`src/rtl/ps2_keycode_decoder_if.sv`:
```
// ---------------------------------------------------------------------------
// ps2_keycode_decoder_if
//   Groups the two streams of the PS/2 keycode decoder: the scan-code byte
//   stream coming from the PS/2 byte receiver and the character stream going
//   to the text/console logic.
//
//   Signals:
//     i_code      [7:0]        scan-code byte from the PS/2 receiver
//     i_code_vld               one-cycle strobe, i_code valid
//     o_char      [CHAR_W-1:0] FIFO head character, 0 when empty
//     o_char_vld               FIFO non-empty
//     i_char_rdy               consumer pops the head when o_char_vld is high
//
//   Modports:
//     master : environment side (drives codes, consumes characters)
//     slave  : decoder side
// ---------------------------------------------------------------------------
interface ps2_keycode_decoder_if #(
  parameter int CHAR_W = 8
);
  logic [7:0]        i_code;
  logic              i_code_vld;
  logic [CHAR_W-1:0] o_char;
  logic              o_char_vld;
  logic              i_char_rdy;

  modport master (
    output i_code, i_code_vld, i_char_rdy,
    input  o_char, o_char_vld
  );

  modport slave (
    input  i_code, i_code_vld, i_char_rdy,
    output o_char, o_char_vld
  );
endinterface

```
`src/rtl/ps2_keycode_decoder.sv`:
```
// ---------------------------------------------------------------------------
// ps2_keycode_decoder
//   Turns PS/2 scan-code set 2 bytes into ASCII characters.  A prefix FSM
//   tracks the E0 (extended) and F0 (break) prefixes, modifier state (left and
//   right shift, caps lock) is kept in flops, non-extended make codes are
//   translated to ASCII in a single decode register and then queued in a
//   first-word-fall-through FIFO with a valid/ready output.
//
//   Latency: byte strobed at edge k is in the decode register after edge k,
//   written into the FIFO at edge k+1.
//
//   Parameters:
//     CHAR_W     output character width (ASCII in [6:0], upper bits zero)
//     FIFO_DEPTH character FIFO entries, power of two, 2..64
//
//   Ports:
//     i_clk   system clock
//     i_rst   synchronous active-high reset
//     bus     code input / character output streams (slave modport)
//     o_shft  left or right shift currently held
//     o_caps  caps-lock latched state
//     o_ovf   one-cycle pulse, a decoded character was dropped (FIFO full)
//
//   Build option:
//     PS2_REPEAT_FILTER_EN  when defined, a make code identical to the last
//                           non-modifier make (same extended flag) with no
//                           break of that code in between emits nothing, so
//                           typematic repeat is suppressed.
// ---------------------------------------------------------------------------
module ps2_keycode_decoder #(
  parameter int CHAR_W     = 8,
  parameter int FIFO_DEPTH = 8
) (
  input  logic                   i_clk,
  input  logic                   i_rst,
  ps2_keycode_decoder_if.slave   bus,
  output logic                   o_shft,
  output logic                   o_caps,
  output logic                   o_ovf
);

  localparam int PTR_W = $clog2(FIFO_DEPTH);
  localparam int CNT_W = $clog2(FIFO_DEPTH + 1);

  typedef enum logic [1:0] {
    ST_IDLE,
    ST_EXT,
    ST_BRK,
    ST_EXT_BRK
  } state_e;

  // Returns {hit, ascii[6:0]}; hit=0 means the key produces no character.
  function automatic logic [7:0] translate(input logic [7:0] code,
                                           input logic       ext,
                                           input logic       shft,
                                           input logic       caps);
    logic [6:0] lo;
    logic [6:0] hi;
    logic       hit;
    logic       letter;
    logic       sel_hi;
    lo  = 7'h00;
    hi  = 7'h00;
    hit = 1'b1;
    if (ext) begin
      // Keypad Enter is the only extended key that yields a character.
      hit = (code == 8'h5A);
      lo  = 7'h0D;
      hi  = 7'h0D;
    end else begin
      case (code)
        // letters (upper case derived below)
        8'h1C: lo = 7'h61;  8'h32: lo = 7'h62;  8'h21: lo = 7'h63;
        8'h23: lo = 7'h64;  8'h24: lo = 7'h65;  8'h2B: lo = 7'h66;
        8'h34: lo = 7'h67;  8'h33: lo = 7'h68;  8'h43: lo = 7'h69;
        8'h3B: lo = 7'h6A;  8'h42: lo = 7'h6B;  8'h4B: lo = 7'h6C;
        8'h3A: lo = 7'h6D;  8'h31: lo = 7'h6E;  8'h44: lo = 7'h6F;
        8'h4D: lo = 7'h70;  8'h15: lo = 7'h71;  8'h2D: lo = 7'h72;
        8'h1B: lo = 7'h73;  8'h2C: lo = 7'h74;  8'h3C: lo = 7'h75;
        8'h2A: lo = 7'h76;  8'h1D: lo = 7'h77;  8'h22: lo = 7'h78;
        8'h35: lo = 7'h79;  8'h1A: lo = 7'h7A;
        // digits
        8'h45: begin lo = 7'h30; hi = 7'h29; end
        8'h16: begin lo = 7'h31; hi = 7'h21; end
        8'h1E: begin lo = 7'h32; hi = 7'h40; end
        8'h26: begin lo = 7'h33; hi = 7'h23; end
        8'h25: begin lo = 7'h34; hi = 7'h24; end
        8'h2E: begin lo = 7'h35; hi = 7'h25; end
        8'h36: begin lo = 7'h36; hi = 7'h5E; end
        8'h3D: begin lo = 7'h37; hi = 7'h26; end
        8'h3E: begin lo = 7'h38; hi = 7'h2A; end
        8'h46: begin lo = 7'h39; hi = 7'h28; end
        // punctuation
        8'h0E: begin lo = 7'h60; hi = 7'h7E; end
        8'h4E: begin lo = 7'h2D; hi = 7'h5F; end
        8'h55: begin lo = 7'h3D; hi = 7'h2B; end
        8'h54: begin lo = 7'h5B; hi = 7'h7B; end
        8'h5B: begin lo = 7'h5D; hi = 7'h7D; end
        8'h5D: begin lo = 7'h5C; hi = 7'h7C; end
        8'h4C: begin lo = 7'h3B; hi = 7'h3A; end
        8'h52: begin lo = 7'h27; hi = 7'h22; end
        8'h41: begin lo = 7'h2C; hi = 7'h3C; end
        8'h49: begin lo = 7'h2E; hi = 7'h3E; end
        8'h4A: begin lo = 7'h2F; hi = 7'h3F; end
        // control keys are shift-insensitive
        8'h29: begin lo = 7'h20; hi = 7'h20; end
        8'h5A: begin lo = 7'h0D; hi = 7'h0D; end
        8'h66: begin lo = 7'h08; hi = 7'h08; end
        8'h0D: begin lo = 7'h09; hi = 7'h09; end
        8'h76: begin lo = 7'h1B; hi = 7'h1B; end
        default: hit = 1'b0;
      endcase
    end
    // Only letters land in 0x61..0x7A on the unshifted side.
    letter = (lo >= 7'h61) && (lo <= 7'h7A);
    if (letter) hi = lo - 7'h20;
    sel_hi = letter ? (shft ^ caps) : shft;
    return {hit, sel_hi ? hi : lo};
  endfunction

  // ---------------------------------------------------------------- decode
  state_e     state_q, state_d;
  logic       shft_l_q, shft_l_d;
  logic       shft_r_q, shft_r_d;
  logic       caps_q, caps_d;
  logic       caps_held_q, caps_held_d;
  logic       dec_vld_q, dec_vld_d;
  logic [6:0] dec_char_q, dec_char_d;

  logic       is_ext;
  logic       is_brk;
  logic       is_resp;
  logic [7:0] tr;
  logic       rep_hit;

`ifdef PS2_REPEAT_FILTER_EN
  logic       filt_vld_q, filt_vld_d;
  logic       filt_ext_q, filt_ext_d;
  logic [7:0] filt_code_q, filt_code_d;
  logic       filt_match;

  assign filt_match = filt_vld_q && (filt_code_q == bus.i_code) && (filt_ext_q == is_ext);
`endif

  assign is_ext  = (state_q == ST_EXT) || (state_q == ST_EXT_BRK);
  assign is_brk  = (state_q == ST_BRK) || (state_q == ST_EXT_BRK);
  assign is_resp = bus.i_code inside {8'hFA, 8'hAA, 8'hEE, 8'hFE, 8'h00, 8'hFF};
  assign tr      = translate(bus.i_code, is_ext, o_shft, caps_q);

  // NOTE: every signal driven here gets a default first so that no path
  // leaves it unassigned; that is what keeps this block free of latches.
  always_comb begin
    state_d     = state_q;
    shft_l_d    = shft_l_q;
    shft_r_d    = shft_r_q;
    caps_d      = caps_q;
    caps_held_d = caps_held_q;
    dec_vld_d   = 1'b0;
    dec_char_d  = dec_char_q;
    rep_hit     = 1'b0;
`ifdef PS2_REPEAT_FILTER_EN
    filt_vld_d  = filt_vld_q;
    filt_ext_d  = filt_ext_q;
    filt_code_d = filt_code_q;
`endif

    if (bus.i_code_vld) begin
      if (bus.i_code == 8'hE0) begin
        state_d = ST_EXT;
      end else if (bus.i_code == 8'hF0) begin
        case (state_q)
          ST_IDLE: state_d = ST_BRK;
          ST_EXT:  state_d = ST_EXT_BRK;
          default: state_d = state_q;
        endcase
      end else if (is_resp) begin
        state_d = ST_IDLE;
      end else begin
        state_d = ST_IDLE;
        // E0 12 / E0 59 are the keyboard's "fake shift" bytes, not modifiers.
        if (!is_ext && bus.i_code == 8'h12) begin
          shft_l_d = !is_brk;
        end else if (!is_ext && bus.i_code == 8'h59) begin
          shft_r_d = !is_brk;
        end else if (!is_ext && bus.i_code == 8'h58) begin
          if (is_brk) begin
            caps_held_d = 1'b0;
          end else begin
            // Typematic repeats of caps lock arrive with caps_held set.
            if (!caps_held_q) caps_d = !caps_q;
            caps_held_d = 1'b1;
          end
        end else begin
`ifdef PS2_REPEAT_FILTER_EN
          if (is_brk) begin
            if (filt_match) filt_vld_d = 1'b0;
          end else begin
            rep_hit     = filt_match;
            filt_vld_d  = 1'b1;
            filt_ext_d  = is_ext;
            filt_code_d = bus.i_code;
          end
`endif
          dec_vld_d  = !is_brk && tr[7] && !rep_hit;
          dec_char_d = tr[6:0];
        end
      end
    end
  end

  assign o_shft = shft_l_q | shft_r_q;
  assign o_caps = caps_q;

  // ------------------------------------------------------------------ fifo
  logic [6:0]       mem_q [FIFO_DEPTH];
  logic [PTR_W-1:0] wr_ptr_q, wr_ptr_d;
  logic [PTR_W-1:0] rd_ptr_q, rd_ptr_d;
  logic [CNT_W-1:0] count_q, count_d;
  logic             ovf_q, ovf_d;
  logic             fifo_full;
  logic             pop;
  logic             wr_en;

  assign fifo_full      = (count_q == CNT_W'(FIFO_DEPTH));
  assign bus.o_char_vld = (count_q != '0);
  assign pop            = bus.o_char_vld && bus.i_char_rdy;
  // A pop in the same cycle frees the slot, so a full FIFO still accepts.
  assign wr_en          = dec_vld_q && (!fifo_full || pop);
  assign ovf_d          = dec_vld_q && fifo_full && !pop;
  assign bus.o_char     = bus.o_char_vld ? CHAR_W'(mem_q[rd_ptr_q]) : '0;
  assign o_ovf          = ovf_q;

  always_comb begin
    wr_ptr_d = wr_ptr_q;
    rd_ptr_d = rd_ptr_q;
    count_d  = count_q;
    // Depth is a power of two, so pointer overflow is the modulo wrap.
    if (wr_en) wr_ptr_d = wr_ptr_q + PTR_W'(1);
    if (pop)   rd_ptr_d = rd_ptr_q + PTR_W'(1);
    if (wr_en && !pop)      count_d = count_q + CNT_W'(1);
    else if (!wr_en && pop) count_d = count_q - CNT_W'(1);
  end

  // NOTE: storage is left without reset; the count and pointers alone decide
  // which entries are meaningful, so clearing the array buys nothing.
  always_ff @(posedge i_clk) begin
    if (wr_en) mem_q[wr_ptr_q] <= dec_char_q;
  end

  // NOTE: all state flops update with non-blocking assignments so every flop
  // samples the values from before this edge.
  always_ff @(posedge i_clk) begin
    if (i_rst) begin
      state_q     <= ST_IDLE;
      shft_l_q    <= 1'b0;
      shft_r_q    <= 1'b0;
      caps_q      <= 1'b0;
      caps_held_q <= 1'b0;
      dec_vld_q   <= 1'b0;
      dec_char_q  <= '0;
      wr_ptr_q    <= '0;
      rd_ptr_q    <= '0;
      count_q     <= '0;
      ovf_q       <= 1'b0;
`ifdef PS2_REPEAT_FILTER_EN
      filt_vld_q  <= 1'b0;
      filt_ext_q  <= 1'b0;
      filt_code_q <= '0;
`endif
    end else begin
      state_q     <= state_d;
      shft_l_q    <= shft_l_d;
      shft_r_q    <= shft_r_d;
      caps_q      <= caps_d;
      caps_held_q <= caps_held_d;
      dec_vld_q   <= dec_vld_d;
      dec_char_q  <= dec_char_d;
      wr_ptr_q    <= wr_ptr_d;
      rd_ptr_q    <= rd_ptr_d;
      count_q     <= count_d;
      ovf_q       <= ovf_d;
`ifdef PS2_REPEAT_FILTER_EN
      filt_vld_q  <= filt_vld_d;
      filt_ext_q  <= filt_ext_d;
      filt_code_q <= filt_code_d;
`endif
    end
  end

endmodule

```
`src/flat_wrapper.sv`:
```
// flat-port wrapper written by rule: the top's interface ports become plain ports
module ps2_keycode_decoder_flat 
#(
  parameter int CHAR_W     = 8,
  parameter int FIFO_DEPTH = 8
)
  (i_clk, i_rst, o_shft, o_caps, o_ovf, bus_i_code, bus_i_code_vld, bus_i_char_rdy, bus_o_char, bus_o_char_vld);
  ps2_keycode_decoder_if #(.CHAR_W(CHAR_W)) bus_i ();
  input  logic i_clk;
  input  logic i_rst;
  output logic o_shft;
  output logic o_caps;
  output logic o_ovf;
  input wire logic [$bits(bus_i.i_code)-1:0] bus_i_code;
  input wire logic [$bits(bus_i.i_code_vld)-1:0] bus_i_code_vld;
  input wire logic [$bits(bus_i.i_char_rdy)-1:0] bus_i_char_rdy;
  output wire logic [$bits(bus_i.o_char)-1:0] bus_o_char;
  output wire logic [$bits(bus_i.o_char_vld)-1:0] bus_o_char_vld;
  assign bus_i.i_code = bus_i_code;
  assign bus_i.i_code_vld = bus_i_code_vld;
  assign bus_i.i_char_rdy = bus_i_char_rdy;
  assign bus_o_char = bus_i.o_char;
  assign bus_o_char_vld = bus_i.o_char_vld;
  ps2_keycode_decoder #(.CHAR_W(CHAR_W), .FIFO_DEPTH(FIFO_DEPTH)) u_core (.i_clk(i_clk), .i_rst(i_rst), .bus(bus_i), .o_shft(o_shft), .o_caps(o_caps), .o_ovf(o_ovf));
endmodule
```
`config.mk`:
```
export PLATFORM = sky130hd
export DESIGN_NAME = ps2_keycode_decoder_flat
export DESIGN_NICKNAME = d
export VERILOG_FILES = /design/src/rtl/ps2_keycode_decoder_if.sv /design/src/rtl/ps2_keycode_decoder.sv /design/src/flat_wrapper.sv
export SDC_FILE = /design/constraint.sdc
export NUM_CORES = 1
export LEC_CHECK = 0
export CORE_ASPECT_RATIO = 1.25
export CORE_MARGIN = 2
export CORE_UTILIZATION = 45
export DETAILED_ROUTE_END_ITERATION = 10
export DONT_BUFFER_PORTS = 1
export PLACE_DENSITY = 0.61
export SLEW_MARGIN = 25
export SYNTH_ARGS = -nofsm -noshare
export SYNTH_HDL_FRONTEND = slang
export SYNTH_SLANG_ARGS = --single-unit
```
`constraint.sdc`:
```
create_clock -name i_clk -period 3.5 [get_ports i_clk]
set_input_delay 0.7 -clock i_clk [delete_from_list [all_inputs] [get_ports i_clk]]
set_output_delay 0.7 -clock i_clk [all_outputs]
set_load 0.01 [all_outputs]
```
# Yosys cells after proc, flatten, opt, wreduce, memory -nomap -nowiden

Memories as Yosys holds them, arrays and structs flattened. A register that Yosys moved wholly into a read port is not among the register bits.
Index checks and enable logic that the tools add are counted.

Memory bits (writable): 56
Memories: 1
Output and inout port bits: 12
Logic and storage cells: 150
Register bits: 25
Bits of input ports: 12

Mux-type cells: 20
Bitwise logic cells: 11
Order comparisons: 2
$add $sub $neg: 5
Reduce and logical (&&, ||, !) cells: 33
Equal/unequal tests: 67

Memories:

| name         | words | bits a word | read ports | clocked after memory_dff | write ports | line                       | RTL |
|---|---|---|---|---|---|---|---|
| u_core.mem_q | 8     | 7           | 1          | 1                        | 1           | ps2_keycode_decoder.sv:215 | `logic [6:0] mem_q [FIFO_DEPTH];` |

Operator list:

| operator              | number |
|---|---|
| $pmux W7 S52          | 1 |
| $eq A8 B6 Y1 const B  | 23 |
| $pmux W7 S26          | 1 |
| $eq A8 B7 Y1 const B  | 22 |
| $eq A8 B5 Y1 const B  | 8 |
| $eq A8 B8 Y1 const B  | 7 |
| $reduce_or A52 Y1     | 1 |
| $mux W7               | 5 |
| $eq A8 B4 Y1 const B  | 2 |
| $reduce_and A7 Y1     | 2 |
| $logic_and A1 B1 Y1   | 11 |
| $not A1 Y1            | 9 |
| $reduce_and A9 Y1     | 1 |
| $logic_not A8 Y1      | 1 |
| $mux W4               | 2 |
| $reduce_or A8 Y1      | 1 |
| $ge A7 B7 Y1 const B  | 1 |
| $le A7 B7 Y1 const B  | 1 |
| $sub A7 B6 Y7 const B | 1 |
| $add A3 B1 Y3 const B | 2 |
| $logic_not A1 Y1      | 6 |
| $mux W1               | 6 |
| $mux W3               | 2 |
| $reduce_and A6 Y1     | 1 |
| 17 further kinds      | 21 |

# Longest topological paths before layout

Depth in word-level cells: 8
Mapped depth: 14

# Least setup slack after synthesis

No wires, ideal clock.

Path kind: input-to-reg
Start: in bus_i_code[6]
End: reg u_core.dec_char_q[1]
Required time: 3.383 ns
Path buffers: 2
Stages on the path: 13
Setup slack: -0.125 ns
Arrival time: 3.508 ns
Path through: buf_2 buf_4 and3b_1 o211ai_1 a311oi_1 nor4b_1 a41oi_1 ha_1 nand2b_1 a31oi_1 a211o_1 mux2_4 a32o_1

Cells in the longest elaborated chain, start to end: 7
Elaborated cells between the ends (all ways): 85
Those cells by class: 1 x add/sub; 2 x order compare; 62 x eq/ne; 7 x mux; 6 x bitwise; 7 x reduce/logical

Ends and longest elaborated chain:

| what                                                | line                                                   | RTL |
|---|---|---|
| from (decl)                                         | flat_wrapper.sv:14                                     | `input wire logic [$bits(bus_i.i_code)-1:0] bus_i_code;` |
| $eq A8 B7 Y1, or another cell as far along          | ps2_keycode_decoder.sv:71                              | `case (code)` |
| $pmux W7 S52                                        | ps2_keycode_decoder.sv:71                              |  |
| $mux W7                                             | ps2_keycode_decoder.sv:65                              | `if (ext) begin` |
| $ge A7 B7 Y1 / $le A7 B7 Y1 (equally long branches) | ps2_keycode_decoder.sv:115                             | `letter = (lo >= 7'h61) && (lo <= 7'h7A);` |
| $logic_and A1 B1 Y1                                 | ps2_keycode_decoder.sv:115                             |  |
| $mux W7 / $mux W1 (equally long branches)           | ps2_keycode_decoder.sv:116, ps2_keycode_decoder.sv:117 |  |
| $mux W7                                             | ps2_keycode_decoder.sv:118                             | `return {hit, sel_hi ? hi : lo};` |
| to (signal assigned)                                | ps2_keycode_decoder.sv:277                             | `dec_char_q <= dec_char_d;` |
| to (decl)                                           | ps2_keycode_decoder.sv:128                             | `logic [6:0] dec_char_q, dec_char_d;` |

Parallel ways exist; a longest one is shown, timed or not.
A chain may end at the register's enable or synchronous reset.

# Worst setup path in the final report

Start: in bus_i_code[0]
End: reg u_core.dec_char_q[1]

Same word-level chain as after synthesis.

==> summary.md <==
| Metric | Value |
|---|---|
| Pwr/cell area | `468 mW/mm^2` |
| Critical hold path startpoint | `i_rst` |
| DRC marker count from the first detailed-route iteration | `355` |
| Number of flops mapped to enable cells by yosys | `56` |
| Post-cts resize count | `0` |
| Number of max-slew violations in the final report | `0` |
| H-tree level count | `3` |
| Main flop type after synthesis | `sky130_fd_sc_hd__edfxtp_1` |
| Maximum number of pins on one net before global-route repair | `41` |
| Fill cell instance count of the final layout | `1070` |
| Floorplan die area | `0.0127 mm^2` |
| Crit-path slowest cell | `sky130_fd_sc_hd__nor2b_1` |
| Max IR drop VDD | `0.263 mV` |
| Number of nets in the layout | `554` |
| Syn Area/Cell | `10.2 um^2` |
| Placeable core area | `0.0116 mm^2` |
| Boundary Pins | `24` |
| Endpoint arrival time on the critical path | `3.48 ns` |
| Cell repeated most along the worst path | `sky130_fd_sc_hd__nand3_1` |
| Outcome | `completed` |
| Half-perimeter wire length after detailed placement | `11200 um` |
| Total power of the final layout | `0.00276 W` |
| Startpoint of the worst setup timing path | `bus_i_code[0]` |
| Startpoint type of the worst setup path | `primary input` |
| Static leakage | `1.99 nW` |
| Num CTS Buffers | `9` |
| Origin of the critical flop-to-flop path | `u_core.count_q[1]$_SDFFE_PP0P_` |
| Post-synth net total | `541` |
| Grt ovf | `0` |
| Setup repair bufs after CTS | `0` |
| Cts-stage hold buffer count | `0` |
| Area occupied by registers | `0.00224 mm^2` |
| Stage delay of the slowest cell on the critical path | `0.61 ns` |
| RSZ-0062 raised after global routing | `no` |
| Data required time of the critical path | `3.72 ns` |
| Biggest fanout along the worst timing path | `33` |
| Ant diodes | `0` |
| Number of global-route vias before repair | `4271` |
| Fmax | `0.306 GHz` |
| FFs w/ async S/R, synth | `0` |
| Final setup violation count | `0` |
| Fraction of layout cells with a size suffix above 1 | `0.176` |
| Crit. End Element | `flip-flop` |
| Post-synth cell types | `85` |
| Total of flip-flops plus latches after synthesis | `84` |
| Worst Tran Pin Value | `0.779 ns` |
| Synthesized instance count | `522` |
| Crit Path Class | `in -> reg` |
| Setup clock skew after layout | `0.00632 ns` |
| Vertical die dimension | `125 um` |
| Master cell of the clock root buffer | `sky130_fd_sc_hd__clkbuf_16` |
| Avg Vias per Cell | `6.46` |
| Hold violation total from the final report | `0` |
| Remaining antenna violation count after routing | `0` |
| Maximum buffer depth of the clock tree | `2` |
| Final Non-Filler Cells | `678` |
| Global router's overall resource usage | `0.244` |
| Die Span X | `101 um` |
| Min Clock Period, post-route | `3.26 ns` |
| Min-Delay Path Class | `in -> reg` |
| DRC violations left | `0` |
| Source-to-sink clock delay at the later pin of the worst-skew pair | `0.33 ns` |
| Total iterations of the first detailed-routing run | `5` |
| Max-capacitance violation count | `0` |
| Sequence of cells on the critical path | `nor2b_1, buf_4, nand3_1, nand3_1, nand3b_1, nor4_4, and4_1, a211o_1, mux2_4, a32o_1` |
| Yosys synthesis warning count | `0` |
| Area growth syn-to-layout | `11.0%` |
| First-pass GRT wire length | `23800 um` |
| Vias after detailed routing | `4381` |
| Cells after DPL | `662` |
| Placement row count | `44` |
| Global placement routability congestion | `1.03` |
| Mapped cell area | `0.00531 mm^2` |
| Starting utilization of the core area | `0.459` |
| Relative max-transition margin | `0.479` |
| Avg WL per Cell | `22.3 um` |
| Crit share post-route | `0.933` |
| Total area of multi-input combinational cells | `0.00282 mm^2` |
| Clock sink count | `84` |
| Portion of the post-synthesis area used by sequential elements | `0.422` |
| Antenna violations before repair | `0` |
| Reg clk slew, reported paths | `0.06 ns` |
| Post-Route WL | `15200 um` |
| Quantity of I/O buffers inserted on ports | `0` |
| CTS tree | `yes` |
critical path, delay by kind of cell:
family,cells,cell delay [ns]
simple gates,6,1.70
compound gates,2,0.50
mux,1,0.31
buf+inv,1,0.26
path summary, 6_finish.rpt:
check / end / slack, ns / cells past startpoint
hold reg to reg: u_core.caps_held_q$_SDFFE_PP0P_ / 0.48 / 2
hold / removal: u_core.wr_ptr_q[0]$_SDFFE_PP0P_ / 0.43 / 1
setup reg to reg: u_core.count_q[3]$_SDFFE_PP0P_ / 0.73 / 12
setup / recovery: u_core.dec_char_q[1]$_SDFFE_PP0P_ / 0.24 / 10
final cells by class:
type / instances / area share
Multi-Input combinational cell: 386 / 0.479
Timing Repair Buffer: 42 / 0.0535
Tap cell: 138 / 0.0293
Inverter: 12 / 0.00764
Clock inverter: 1 / 0.000849
Clock buffer: 15 / 0.0493
Sequential cell: 84 / 0.380
synth_stat cells (7+ instances only):
| master | count | area (um^2) |
|---|---|---|
| sky130_fd_sc_hd__nor2b_1 | 11 | 68.8 |
| sky130_fd_sc_hd__dfxtp_1 | 28 | 561 |
| sky130_fd_sc_hd__nand2_1 | 27 | 101 |
| sky130_fd_sc_hd__mux4_2 | 14 | 315 |
| sky130_fd_sc_hd__inv_1 | 12 | 45.0 |
| sky130_fd_sc_hd__nor4_1 | 7 | 43.8 |
| sky130_fd_sc_hd__clkbuf_1 | 13 | 48.8 |
| sky130_fd_sc_hd__buf_2 | 17 | 85.1 |
| sky130_fd_sc_hd__nor3b_1 | 11 | 82.6 |
| sky130_fd_sc_hd__nor3_1 | 13 | 65.1 |
| sky130_fd_sc_hd__xnor2_1 | 8 | 70.1 |
| sky130_fd_sc_hd__mux2i_1 | 11 | 110 |
| sky130_fd_sc_hd__nand3_1 | 27 | 135 |
| sky130_fd_sc_hd__nor2_1 | 51 | 191 |
| sky130_fd_sc_hd__nand2b_1 | 13 | 81.3 |
| sky130_fd_sc_hd__a21oi_1 | 27 | 135 |
| sky130_fd_sc_hd__o21ai_0 | 13 | 65.1 |
| sky130_fd_sc_hd__edfxtp_1 | 56 | 1680 |
| sky130_fd_sc_hd__o22ai_1 | 9 | 56.3 |
power by group:
| group | internal, W | switching [W] | total, W | leakage (nW) |
|---|---|---|---|---|
| Clock | 0.000565 | 0.000343 | 0.000908 | 0.148 |
| Sequential | 0.00110 | 0.0000579 | 0.00116 | 0.745 |
| Combinational | 0.000321 | 0.000367 | 0.000689 | 1.10 |
| Total | 0.00199 | 0.000769 | 0.00276 | 1.99 |
stage by stage:
stage / util / worst slack [ns] / hold slack, ns / TNS (ns) / instance area [um^2]
global route: 0.510 / 0.127 / 0.418 / 0 / 5890
global placement: 0.484 / 0.0487 / 0.460 / 0 / 5600
floorplan: - / 0.00409 / 0.450 / 0 / 5320
finish: 0.510 / 0.236 / 0.435 / 0 / 5890
CTS: 0.510 / 0.331 / 0.421 / 0 / 5890
detailed placement: 0.484 / -0.0138 / 0.475 / -0.0138 / 5600
cell families (layout without fill, tap and decap cells):
| kind of cell | after synthesis | in the layout | synth area share |
|---|---|---|---|
| flops | 84 | 84 | 0.422 |
| fa+ha+maj | 8 | 8 | 0.0198 |
| simple gates | 220 | 220 | 0.245 |
| buf+inv | 52 | 70 | 0.0474 |
| compound gates | 116 | 116 | 0.157 |
| other cells | 1 | 1 | 0.000706 |
| xor+xnor | 14 | 14 | 0.0231 |
| mux | 27 | 27 | 0.0851 |
registers in the layout, indices dropped and copies added (netlist names), named ones only:
name                cells
u_core.shft_r_q         1
u_core.shft_l_q         1
u_core.o_ovf            1
u_core.mem_q           56
u_core.rd_ptr_q         3
u_core.state_q          2
u_core.wr_ptr_q         3
u_core.dec_vld_q        1
u_core.caps_held_q      1
u_core.dec_char_q       7
u_core.count_q          4
u_core.o_caps           1
cell usage in the layout, fill, tap and decap left out, types with 6 or more instances in the layout:
cell type                   instances
sky130_fd_sc_hd__o22ai_1            9
sky130_fd_sc_hd__xnor2_1            8
sky130_fd_sc_hd__nor3b_1           11
sky130_fd_sc_hd__clkbuf_16         10
sky130_fd_sc_hd__buf_4             42
sky130_fd_sc_hd__o21ai_0           13
sky130_fd_sc_hd__edfxtp_1          56
sky130_fd_sc_hd__mux4_2            14
sky130_fd_sc_hd__a21oi_1           27
sky130_fd_sc_hd__dfxtp_1           28
sky130_fd_sc_hd__mux2i_1           11
sky130_fd_sc_hd__nor2_1            51
sky130_fd_sc_hd__nor2b_1           11
sky130_fd_sc_hd__xor2_1             6
sky130_fd_sc_hd__nand2b_1          13
sky130_fd_sc_hd__nor3_1            13
sky130_fd_sc_hd__ha_1               6
sky130_fd_sc_hd__nor4_1             7
sky130_fd_sc_hd__nand2_1           27
sky130_fd_sc_hd__nand3_1           27
sky130_fd_sc_hd__inv_1             12
metal layers:
metal | up-vias | track usage | part of all wire
li1 | 2042 | - | -
met1 | 2098 | 0.284 | 0.38
met2 | 195 | 0.425 | 0.51
met3 | 46 | 0.0481 | 0.062
met4 | 0 | 0.110 | 0.047
met5 | - | 0 | 0
Power figures use the tool's default switching activity.
